`src/rtl/fetch_stage.sv`:
```
// fetch_stage: instruction-fetch stage plus IF/ID pipeline register.
// Holds PCF and fetches from instruction memory over a req/ready
// handshake, loads the D-stage register, and handles hazard stall/flush
// and E-stage redirects.
//
// States: FETCH (request at PCF), HOLD (stalled word parked in a skid
// buffer, no request), DROP (finishing a request abandoned by a redirect).
//
// Ports:
//   clk, reset            rising-edge clock, synchronous active-high reset
//   StallD, FlushD        hazard-unit hold / bubble for IF/ID
//   PCSrcE, PCTargetE     redirect from E (target bits [1:0] ignored)
//   imem_req, imem_addr   fetch request and word-aligned address
//   imem_rdata, imem_ready  returned word, completes when req && ready
//   InstrD, PCD, PCPlus4D, ValidD  D-stage register outputs
module fetch_stage #(
    parameter int              XLEN      = 32,
    parameter logic [XLEN-1:0] RESET_PC  = '0,
    parameter logic [31:0]     NOP_INSTR = 32'h0000_0013
) (
    input  logic            clk,
    input  logic            reset,
    input  logic            StallD,
    input  logic            FlushD,
    input  logic            PCSrcE,
    input  logic [XLEN-1:0] PCTargetE,
    output logic            imem_req,
    output logic [XLEN-1:0] imem_addr,
    input  logic [31:0]     imem_rdata,
    input  logic            imem_ready,
    output logic [31:0]     InstrD,
    output logic [XLEN-1:0] PCD,
    output logic [XLEN-1:0] PCPlus4D,
    output logic            ValidD
);

    typedef enum logic [1:0] {S_FETCH, S_HOLD, S_DROP} state_t;

    localparam logic [XLEN-1:0] FOUR  = XLEN'(4);
    localparam logic [XLEN-1:0] ALIGN = ~XLEN'(3);

    state_t          state_q, state_d;
    logic [XLEN-1:0] pcf_q, pcf_d;
    logic [XLEN-1:0] req_addr_q, req_addr_d;
    logic [31:0]     skid_instr_q, skid_instr_d;
    logic [XLEN-1:0] skid_pc_q, skid_pc_d;
    logic [31:0]     instr_q, instr_d;
    logic [XLEN-1:0] pcd_q, pcd_d;
    logic [XLEN-1:0] pcp4_q, pcp4_d;
    logic            valid_q, valid_d;

    logic            done;
    logic            ld_new, ld_bub;
    logic [31:0]     new_instr;
    logic [XLEN-1:0] new_pc;

    // No request while parked in HOLD or while reset is asserted.
    assign imem_req  = !reset && (state_q != S_HOLD);
    // DROP keeps presenting the abandoned address until it completes.
    assign imem_addr = (state_q == S_DROP) ? req_addr_q : pcf_q;
    assign done      = imem_req && imem_ready;

    always_comb begin
        state_d      = state_q;
        pcf_d        = pcf_q;
        req_addr_d   = (state_q == S_FETCH) ? pcf_q : req_addr_q;
        skid_instr_d = skid_instr_q;
        skid_pc_d    = skid_pc_q;
        ld_new       = 1'b0;
        ld_bub       = 1'b0;
        new_instr    = imem_rdata;
        new_pc       = pcf_q;

        case (state_q)
            S_HOLD: begin
                if (PCSrcE) begin
                    pcf_d   = PCTargetE & ALIGN;
                    ld_bub  = 1'b1;
                    state_d = S_FETCH;
                end else if (FlushD) begin
                    // Keep the parked word; it is released once unflushed.
                    ld_bub = 1'b1;
                end else if (!StallD) begin
                    ld_new    = 1'b1;
                    new_instr = skid_instr_q;
                    new_pc    = skid_pc_q;
                    pcf_d     = skid_pc_q + FOUR;
                    state_d   = S_FETCH;
                end
            end
            S_DROP: begin
                if (PCSrcE) pcf_d = PCTargetE & ALIGN;
                if (done) state_d = S_FETCH;
                ld_bub = PCSrcE || FlushD || !StallD;
            end
            default: begin // S_FETCH
                if (PCSrcE) begin
                    pcf_d   = PCTargetE & ALIGN;
                    ld_bub  = 1'b1;
                    state_d = done ? S_FETCH : S_DROP;
                end else if (done) begin
                    if (!StallD && !FlushD) begin
                        ld_new = 1'b1;
                        pcf_d  = pcf_q + FOUR;
                    end else begin
                        // Word cannot enter IF/ID now; park it so it is not lost.
                        skid_instr_d = imem_rdata;
                        skid_pc_d    = pcf_q;
                        state_d      = S_HOLD;
                        ld_bub       = FlushD;
                    end
                end else begin
                    ld_bub = FlushD || !StallD;
                end
            end
        endcase

        instr_d = instr_q;
        pcd_d   = pcd_q;
        pcp4_d  = pcp4_q;
        valid_d = valid_q;
        if (ld_new) begin
            instr_d = new_instr;
            pcd_d   = new_pc;
            pcp4_d  = new_pc + FOUR;
            valid_d = 1'b1;
        end else if (ld_bub) begin
            instr_d = NOP_INSTR;
            pcd_d   = '0;
            pcp4_d  = '0;
            valid_d = 1'b0;
        end
    end

    always_ff @(posedge clk) begin
        if (reset) begin
            state_q      <= S_FETCH;
            pcf_q        <= RESET_PC;
            req_addr_q   <= RESET_PC;
            skid_instr_q <= NOP_INSTR;
            skid_pc_q    <= '0;
            instr_q      <= NOP_INSTR;
            pcd_q        <= '0;
            pcp4_q       <= '0;
            valid_q      <= 1'b0;
        end else begin
            state_q      <= state_d;
            pcf_q        <= pcf_d;
            req_addr_q   <= req_addr_d;
            skid_instr_q <= skid_instr_d;
            skid_pc_q    <= skid_pc_d;
            instr_q      <= instr_d;
            pcd_q        <= pcd_d;
            pcp4_q       <= pcp4_d;
            valid_q      <= valid_d;
        end
    end

    assign InstrD   = instr_q;
    assign PCD      = pcd_q;
    assign PCPlus4D = pcp4_q;
    assign ValidD   = valid_q;

endmodule

```
`config.mk`:
```
export PLATFORM = sky130hd
export DESIGN_NAME = fetch_stage
export DESIGN_NICKNAME = d
export VERILOG_FILES = /design/src/rtl/fetch_stage.sv
export SDC_FILE = /design/constraint.sdc
export NUM_CORES = 1
export LEC_CHECK = 0
export BUFFER_PORTS_ARGS = -buffer_cell sky130_fd_sc_hd__buf_2
export CORE_ASPECT_RATIO = 1.2
export CORE_UTILIZATION = 61
export CTS_CLUSTER_SIZE = 20
export DETAILED_ROUTE_END_ITERATION = 12
export PLACE_DENSITY = 0.9
export REMOVE_ABC_BUFFERS = 1
export SYNTH_ARGS = -nofsm -noshare
export SYNTH_HDL_FRONTEND = slang
export SYNTH_SLANG_ARGS = --single-unit
```
`constraint.sdc`:
```
create_clock -name clk -period 7.9 [get_ports clk]
set_input_delay 0.395 -clock clk [delete_from_list [all_inputs] [get_ports clk]]
set_output_delay 0.395 -clock clk [all_outputs]
set_load 0.01 [all_outputs]
```
==> impl_metrics.py, run 1 <==
metrics = {
    "outcome": {
        "status": "finished clean",
    },
    "placement": {
        "placed_cells": 1854,
        "io_buffers": 197,
        "dp_hpwl_mm": 24.1,
        "dpl-instance-area_um2": 12500,
        "pre_cts_slack_ns": 3.72,
        "place_congestion": 0.963,
    },
    "clocking": {
        "post_cts_resize_count": 0,
        "htreeDepth": 1,
        "clock_sinks": 225,
        "clk_latency_ns": 0.53,
        "cts_buffers": 23,
        "cts_buffer_depth": 3,
        "cts-root-buf": "clkbuf_16",
        "cts_tree": "built",
        "clk_pin_slew_ns": 0.07,
        "post_cts_buffers": 0,
        "ctsHoldBuffers": 0,
    },
    "floorplan": {
        "io_pins": 200,
        "dieArea_um2": 19600,
        "die_y_um": 153,
        "core_area_um2": 18400,
        "dieWidth_um": 128,
        "start_util_pct": 63.0,
        "core.rowCount": 54,
    },
    "synth": {
        "synth_top_area_cell": "dfxtp_1",
        "ys_types": 73,
        "yosysWarnings": 0,
        "ys_ff_latch": 225,
        "synth_ff_type": "dfxtp_1",
        "ys_async_sr_fraction_pct": 0,
        "synth.top_cell.area_share_pct": 38.8,
        "synth_edf_count": 0,
        "syn_inst": 1525,
        "mappedNetlistArea_um2": 11600,
        "syn_avg_cell_area_um2": 7.62,
        "ys_seq_area_share_pct": 38.8,
        "synthTopCellsByArea": "dfxtp_1 39%, nand2_1 9.0%, a21oi_1 8.2%, nor2_1 6.3%, mux2i_1 4.6%",
    },
    "sta": {
        "hold_ws_ns": 0.107,
        "min_period_over_period_pct": 54.6,
        "worst_slew_pin_slew_ns": 1.17,
        "relSlewSlack_pct": 21.3,
        "setup_tns_ns": 0,
        "hold_viol_final": 0,
        "setup_viol": 0,
        "drv_slew": 0,
        "period_minus_slack_ns": 4.32,
        "max_freq_ghz": 0.232,
        "fin_skew_ns": 0.0163,
        "rsz0062_at_grt": "no",
        "worst_slack_ns": 3.58,
    },
    "worst_setup_path": {
        "crit_path_start": "state_q[1]",
        "worstSetupStartpointType": "flop",
        "rr_endpoint": "PCPlus4D[31]",
        "end_kind": "flop",
        "crit_required_ns": 8.32,
        "critPathMaxFanout": 55,
        "max_stage_delay_ns": 0.80,
        "critPathBufInv": 2,
        "cp.arrival_ns": 4.74,
        "r2r-start": "state_q[1]",
        "rrSetupSlack_ns": 3.58,
        "endpoint": "PCPlus4D[31]",
        "cp_cell_sequence": "inv_1 > ha_1 > or4b_4 > buf_4 > nor4_1 > o22ai_1 > nor4b_2 > xor2_1 > a22o_1",
        "cp_slowest_cell": "or4b_4",
        "path_depth": 9,
        "reg2regPathDepth": 9,
        "cp_top_family": "simple AND/OR/NAND/NOR gates",
        "path_class": "flop to flop",
    },
    "grt": {
        "antenna_found_initial": 1,
        "grt_max_degree": 89,
        "gr-total-overflow": 0,
        "grt_pass1_vias": 11150,
        "grt_usage_pct": 36.9,
        "grt_pass1_wl_mm": 58.0,
    },
    "finish": {
        "layout_commonest_cell": "nand2_1",
        "final_cell_mix": "280 x nand2_1, 225 x dfxtp_1, 196 x buf_2",
        "fin_util_pct": 72.0,
        "instances_no_fill": 1896,
        "layout-drive-gt1-share_pct": 18.5,
        "fin_area_um2": 13300,
        "fill_cells": 1445,
        "final_net_count": 1703,
        "area_growth_pct": 14.3,
    },
    "detailed_routing": {
        "drt_iter0_markers": 1505,
        "wire_per_inst_um": 19.5,
        "wl_mm": 37.0,
        "viasPerCell": 6.36,
        "ant_nets": 0,
        "vias": 12051,
        "firstDrtPassIters": 8,
        "drcViolationCount": 0,
    },
    "worst_hold_path": {
        "hp-class": "input port to flop",
    },
    "pwr": {
        "power_switching_mw": 0.746,
        "p_leak_nw": 5.46,
        "vdd_drop_max_mv": 0.174,
        "power_frac_comb_pct": 13.1,
        "clkPwrFrac_pct": 40.6,
        "pwr-share-seq_pct": 46.3,
        "p_total_mw": 2.64,
        "p_int_mw": 1.90,
        "power_density_nw_per_um2": 199,
        "switching_share_pct": 28.2,
    },
    "job": {
        "cap_violations": 0,
    },
}
==> power by group through the flow <==
stage	logic, mW	clock network [mW]	registers [mW]
after floorplan	0.209	0	1.23
after global placement	0.329	0	1.24
after detailed placement	0.337	0	1.25
after CTS	0.340	1.07	1.22
after global routing	0.371	1.12	1.23
final	0.347	1.07	1.22
==> worst register-to-register path: cells and delay by family, from the launching register on <==
family                     cells  cell delay (ns)
xor gates and xnor gates       1             0.13
DFF                            1             0.32
adders and majority gates      1             0.75
AOI/OAI and AO/OA              2             0.55
and+or+nand+nor                3             1.88
buffers and inverters          2             0.58
==> kinds of logic (layout without fill, tap and decap cells) <==
kind of cell / Yosys count / count (layout) / synth area share, %
other cells: 0 / 1 / 0
xor+xnor: 62 / 62 / 4.67
flops: 225 / 225 / 38.8
simple gates: 631 / 631 / 23.6
fa+ha+maj: 6 / 6 / 0.646
buf+inv: 156 / 274 / 5.33
mux: 84 / 84 / 7.57
compound gates: 361 / 361 / 19.4
==> sequential cells by signal, indices dropped and copies added (netlist names) <==
register      count
skid_instr_q     32
pcf_q            32
skid_pc_q        32
PCD              32
ValidD            1
state_q           2
InstrD           32
req_addr_q       32
PCPlus4D         30
==> final cells by class <==
class | count | area [µm²] | area share [%]
clock buffer | 36 | 684 | 5.15
timing repair buffer | 215 | 1130 | 8.49
inverter | 18 | 67.6 | 0.509
clock inverter | 5 | 46.3 | 0.349
sequential | 225 | 4500 | 33.9
multi-input combinational | 1144 | 6530 | 49.2
tap | 252 | 315 | 2.37
antenna | 1 | 2.50 | 0.0188
==> metal layers <==
metal	GRT usage (%)	wire length, µm	up-vias
li1	-	-	5488
met1	45.6	13800	5668
met2	61.3	17600	737
met3	6.30	3640	158
met4	19.3	1860	0
met5	0	0	-
==> cells in the mapped netlist, drive strengths merged (5+ instances only) <==
cell    count
nand2b      7
a31oi       7
o21ai      41
and2        6
inv        18
xnor2      36
clkbuf    123
a32o       10
and3       13
mux2       31
nand2     280
a221oi      8
a22oi      16
xor2       26
a211oi     11
a21o        5
nor2      196
buf        15
nand4      15
a22o       18
nor3       27
nand3      45
dfxtp     225
a21oi     190
o211ai      5
or3         7
ha          6
mux2i      53
nor4       13
==> worst min path at each step <==
stage,depth (start not counted),endpoint,startpoint,slack (ns)
after floorplan,2,skid_instr_q[10],skid_instr_q[10],0.43
after global placement,2,PCPlus4D[13],PCPlus4D[13],0.42
after detailed placement,2,PCPlus4D[13],PCPlus4D[13],0.43
after CTS,3,skid_instr_q[1],imem_rdata[1],0.10
after global routing,3,skid_instr_q[1],imem_rdata[1],0.10
final,3,skid_instr_q[1],imem_rdata[1],0.11
Note: power is estimated with default switching activity, not from simulation.
==> inputs of run 2 (changes only) <==
--- a/config.mk
+++ b/config.mk
@@ -7,10 +7,10 @@
 export LEC_CHECK = 0
 export BUFFER_PORTS_ARGS = -buffer_cell sky130_fd_sc_hd__buf_2
 export CORE_ASPECT_RATIO = 1.2
-export CORE_UTILIZATION = 61
+export CORE_UTILIZATION = 57
 export CTS_CLUSTER_SIZE = 20
 export DETAILED_ROUTE_END_ITERATION = 12
-export PLACE_DENSITY = 0.9
+export PLACE_DENSITY = 0.85
 export REMOVE_ABC_BUFFERS = 1
 export SYNTH_ARGS = -nofsm -noshare
 export SYNTH_HDL_FRONTEND = slang
==> constraint.sdc (replaced) <==
create_clock -name clk -period 4.3 [get_ports clk]
set_input_delay 0.215 -clock clk [delete_from_list [all_inputs] [get_ports clk]]
set_output_delay 0.215 -clock clk [all_outputs]
set_load 0.01 [all_outputs]
==> run 2 against run 1 <==
  * Cell count is 2.6% higher
  * Combinational power is 93% higher
  * Critical path type unchanged
  * Sequential power is 84% higher
==> impl_metrics.py, run 2 (synthesis results as in run 1) <==
metrics = {
    "outcome": {
        "status": "finished clean",
    },
    "finish": {
        "layout-drive-gt1-share_pct": 18.7,
        "area_growth_pct": 18.0,
        "layout_commonest_cell": "nand2_1",
        "fin_area_um2": 13700,
        "final_cell_mix": "280 x nand2_1, 225 x dfxtp_1, 196 x buf_2",
        "instances_no_fill": 1945,
        "final_net_count": 1742,
    },
    "grt": {
        "grt_pass1_wl_mm": 58.8,
        "grt_max_degree": 141,
        "grt_pass1_vias": 11124,
        "grt_usage_pct": 35.0,
        "antenna_found_initial": 0,
        "gr-total-overflow": 0,
    },
    "clocking": {
        "cts_buffer_depth": 3,
        "cts_tree": "built",
        "clock_sinks": 225,
        "ctsHoldBuffers": 32,
        "cts-root-buf": "clkbuf_16",
        "htreeDepth": 1,
        "clk_pin_slew_ns": 0.06,
        "cts_buffers": 24,
        "post_cts_resize_count": 0,
        "post_cts_buffers": 0,
        "clk_latency_ns": 0.52,
    },
    "worst_hold_path": {
        "hp-class": "input port to flop",
        "min_from": "PCTargetE[28]",
        "hold_path_depth": 3,
    },
    "detailed_routing": {
        "dr_wl_met3_mm": 3.08,
        "vias": 11995,
        "drt-met1-wl_mm": 14.5,
        "drcViolationCount": 0,
        "firstDrtPassIters": 8,
        "wire_per_inst_um": 19.5,
        "top_layer": "met4",
        "drt_iter0_markers": 1210,
        "dr_wl_met2_mm": 18.4,
        "wl_mm": 37.9,
        "ant_nets": 0,
        "viasPerCell": 6.17,
    },
    "worst_setup_path": {
        "worstSetupStartpointType": "flop",
        "path_class": "flop to flop",
        "crit_required_ns": 4.71,
        "r2r-start": "state_q[1]",
        "cp.arrival_ns": 3.94,
        "end_kind": "flop",
        "crit_path_start": "state_q[1]",
        "critPathMaxFanout": 46,
        "reg2regPathDepth": 8,
    },
    "pwr": {
        "switching_share_pct": 28.2,
        "power_frac_comb_pct": 13.7,
        "pwr-share-seq_pct": 46.0,
        "p_int_mw": 3.51,
        "power_switching_mw": 1.38,
        "p_leak_nw": 5.64,
        "clkPwrFrac_pct": 40.3,
        "vdd_drop_max_mv": 0.311,
        "power_density_nw_per_um2": 357,
    },
    "floorplan": {
        "io_pins": 200,
        "dieArea_um2": 21000,
        "core.rowCount": 56,
        "start_util_pct": 58.8,
        "dieWidth_um": 132,
        "core_area_um2": 19800,
        "die_y_um": 158,
    },
    "sta": {
        "max_freq_ghz": 0.283,
        "min_period_over_period_pct": 82.1,
        "setup_viol": 0,
        "drv_slew": 0,
        "hold_ws_ns": 0.0377,
        "hold_viol_final": 0,
        "worst_slack_ns": 0.771,
        "rsz0062_at_grt": "no",
        "period_minus_slack_ns": 3.53,
        "worst_slew_pin_slew_ns": 1.18,
        "fin_skew_ns": 0.00963,
        "setup_tns_ns": 0,
        "relSlewSlack_pct": 20.4,
    },
    "placement": {
        "pre_cts_slack_ns": 0.896,
        "io_buffers": 197,
        "dpl-instance-area_um2": 12600,
        "dp_hpwl_mm": 24.2,
        "placed_cells": 1869,
        "place_congestion": 0.942,
    },
    "job": {
        "cap_violations": 0,
    },
}
## run 2: per-stage QoR
stage	util [%]	total power, mW
6_report	69.4	4.89
5_1_grt	69.4	5.04
4_1_cts	69.4	4.89
3_5_place_dp	64.0	2.92
3_3_place_gp	64.0	2.90
2_1_floorplan	-	2.64
## run 2: power groups by stage
stage	Clock, mW	Sequential (mW)	Combinational, mW
2_1_floorplan	0	2.26	0.384
3_3_place_gp	0	2.28	0.616
3_5_place_dp	0	2.29	0.628
4_1_cts	1.99	2.24	0.656
5_1_grt	2.06	2.26	0.723
6_report	1.97	2.25	0.670
## run 2: final timing paths
path | to | slack (ns)
setup reg to reg | PCPlus4D[30] | 0.77
hold / removal | pcf_q[28] | 0.04
setup / recovery | PCPlus4D[30] | 0.77
hold reg to reg | PCPlus4D[13] | 0.45
## run 2: routing by layer
metal	up-vias	global-route usage, %
met2	644	61.1
met1	5651	41.3
met3	134	5.32
met5	-	0
li1	5566	-
met4	0	19.9
## run 2: cell type report
class / instances / area (µm²)
clock inverter: 10 / 71.3
antenna: 1 / 2.50
timing repair buffer: 253 / 1530
inverter: 18 / 67.6
tap: 261 / 327
clock buffer: 33 / 674
fill: 1644 / 6050
sequential: 225 / 4500
multi-input combinational: 1144 / 6530
## run 2: critical path: stages (launching register included)
cell and delay [ns]:
dfxtp_1 0.32, inv_1 0.10, ha_1 0.42, or4b_4 0.85
nor4_1 0.63, o22ai_1 0.35, nor4_1 0.38, xnor2_1 0.12
a22o_1 0.24
==> inputs of run 3 (changes only) <==
--- a/config.mk
+++ b/config.mk
@@ -7,10 +7,10 @@
 export LEC_CHECK = 0
 export BUFFER_PORTS_ARGS = -buffer_cell sky130_fd_sc_hd__buf_2
 export CORE_ASPECT_RATIO = 1.2
-export CORE_UTILIZATION = 57
+export CORE_UTILIZATION = 51
 export CTS_CLUSTER_SIZE = 20
 export DETAILED_ROUTE_END_ITERATION = 12
-export PLACE_DENSITY = 0.85
+export PLACE_DENSITY = 0.8
 export REMOVE_ABC_BUFFERS = 1
 export SYNTH_ARGS = -nofsm -noshare
 export SYNTH_HDL_FRONTEND = slang
==> constraint.sdc (replaced) <==
create_clock -name clk -period 2.9 [get_ports clk]
set_input_delay 0.145 -clock clk [delete_from_list [all_inputs] [get_ports clk]]
set_output_delay 0.145 -clock clk [all_outputs]
set_load 0.01 [all_outputs]
==> run 3 against run 2 <==
  * Die area is 12% higher
  * Sequential cell count stayed put
  * Fmax is 27% higher
  * Critical path depth is 1 higher
  * Register-to-register slack worse by 0.66 ns
  * Routed wire length is 2.2% higher
  * Clock power is 55% higher
  * Combinational power is 72% higher
  * Critical path type unchanged
  * Critical endpoint is now PCPlus4D[23]
  * Largest cell class unchanged
  * Largest power group unchanged
==> impl_metrics.py, run 3 (synthesis results as in run 1) <==
metrics = {
    "floorplan": {
        "die_y_um": 167,
        "core_area_um2": 22400,
        "start_util_pct": 51.9,
        "core.rowCount": 60,
        "dieWidth_um": 140,
        "dieArea_um2": 23400,
        "io_pins": 200,
    },
    "finish": {
        "instances_no_fill": 2033,
        "final_net_count": 1812,
        "layout_commonest_cell": "nand2_1",
        "final_cell_mix": "280 x nand2_1, 225 x dfxtp_1, 196 x buf_2",
        "fin_area_um2": 14400,
        "layout-drive-gt1-share_pct": 21.3,
        "area_growth_pct": 23.7,
    },
    "detailed_routing": {
        "viasPerCell": 6.06,
        "vias": 12319,
        "drt_iter0_markers": 1235,
        "dr_wl_met2_mm": 18.3,
        "wl_mm": 38.8,
        "ant_nets": 0,
        "drcViolationCount": 0,
        "wire_per_inst_um": 19.1,
        "firstDrtPassIters": 9,
        "drt-met1-wl_mm": 15.1,
        "dr_wl_met3_mm": 3.02,
        "top_layer": "met4",
    },
    "clocking": {
        "cts_buffers": 24,
        "cts_buffer_depth": 3,
        "cts_tree": "built",
        "htreeDepth": 1,
        "clk_pin_slew_ns": 0.07,
        "clk_latency_ns": 0.54,
        "clock_sinks": 225,
        "cts-root-buf": "clkbuf_16",
    },
    "worst_setup_path": {
        "crit_required_ns": 3.31,
        "cp.arrival_ns": 3.20,
        "rrSetupSlack_ns": 0.12,
        "path_class": "flop to flop",
        "end_kind": "flop",
        "worstSetupStartpointType": "flop",
        "critPathMaxFanout": 8,
    },
    "pwr": {
        "vdd_drop_max_mv": 0.410,
        "power_density_nw_per_um2": 520,
        "p_leak_nw": 6.04,
    },
    "sta": {
        "hold_viol_final": 0,
        "relSlewSlack_pct": 39.0,
        "min_period_over_period_pct": 96.0,
        "period_minus_slack_ns": 2.78,
        "rsz0062_at_grt": "no",
        "setup_viol": 0,
        "drv_slew": 0,
        "hold_ws_ns": 0.00611,
        "max_freq_ghz": 0.359,
        "fin_skew_ns": 0.0168,
        "worst_slew_pin_slew_ns": 0.914,
    },
    "grt": {
        "antenna_found_initial": 0,
        "grt_pass1_wl_mm": 60.8,
        "grt_usage_pct": 32.4,
        "grt_pass1_vias": 11679,
        "grt_max_degree": 172,
        "gr-total-overflow": 0,
    },
    "placement": {
        "placed_cells": 1942,
        "dpl-instance-area_um2": 13100,
        "io_buffers": 197,
        "dp_hpwl_mm": 26.2,
        "place_congestion": 1.00,
    },
    "job": {
        "cap_violations": 0,
    },
    "outcome": {
        "status": "finished clean",
    },
    "worst_hold_path": {
        "hp-class": "input port to flop",
    },
}
## run 3: cell types whose count changed in the layout (fill, tap and decap cells not counted), moves of 2 or more
cell / before / now
buf_4: 21 / 74
dlygate4sd3_1: 32 / 44
buf_12: 3 / 7
clkinvlp_4: 4 / 0
bufinv_16: 0 / 2
clkbuf_8: 4 / 2
clkinv_2: 5 / 7
## run 3: path summary, 6_finish.rpt
kind / startpoint / end / cells past startpoint
setup reg to reg: state_q[1] / PCPlus4D[23] / 9
setup / recovery: state_q[1] / PCPlus4D[23] / 9
hold reg to reg: PCPlus4D[13] / PCPlus4D[13] / 2
hold / removal: PCTargetE[11] / pcf_q[11] / 4
## run 3: critical path: stages (launching register included)
cell	delay (ns)
dfxtp_1	0.32
inv_1	0.11
ha_1	0.20
or4b_4	0.57
or4_4	0.57
a221oi_2	0.28
buf_4	0.19
nand3_1	0.09
xor2_1	0.15
a22o_1	0.19
## run 3: per-layer routing
metal  vias to the layer above  GRT usage, %
li1                       5707             -
met1                      5808          38.8
met2                       643          54.2
met3                       161          5.58
met4                         0          19.6
met5                         -             0
## run 3: what timing repair did
action / CTS / global route
hold endpoints to repair: 62 / 0
setup endpoints to repair: 0 / 38
hold buffers: 44 / 0
resized for setup: 0 / 4
buffers inserted: 0 / 3
## run 3: layout make-up
cell class,instances,area (µm²)
antenna,2,5.00
clock buffer,32,651
clock inverter,10,111
tap,279,349
sequential,225,4500
timing repair buffer,323,2140
multi-input combinational,1144,6550
fill,1888,7990
inverter,18,67.6
## run 3: per-stage QoR
stage / power [mW] / setup slack (ns) / setup TNS, ns / util (%)
after floorplan: 3.92 / -4.49 / -442.63 / -
after global placement: 4.39 / 0.162 / 0 / 58.6
after detailed placement: 4.41 / 0.0728 / 0 / 58.6
after CTS: 7.47 / 0.0620 / 0 / 64.0
after global routing: 7.72 / 0.0198 / 0 / 64.2
final: 7.48 / 0.115 / 0 / 64.3
## run 3: report_power, final
group	switching (mW)	internal, mW
registers	0.0910	3.19
logic	0.696	0.458
clock network	1.29	1.75
total	2.08	5.40
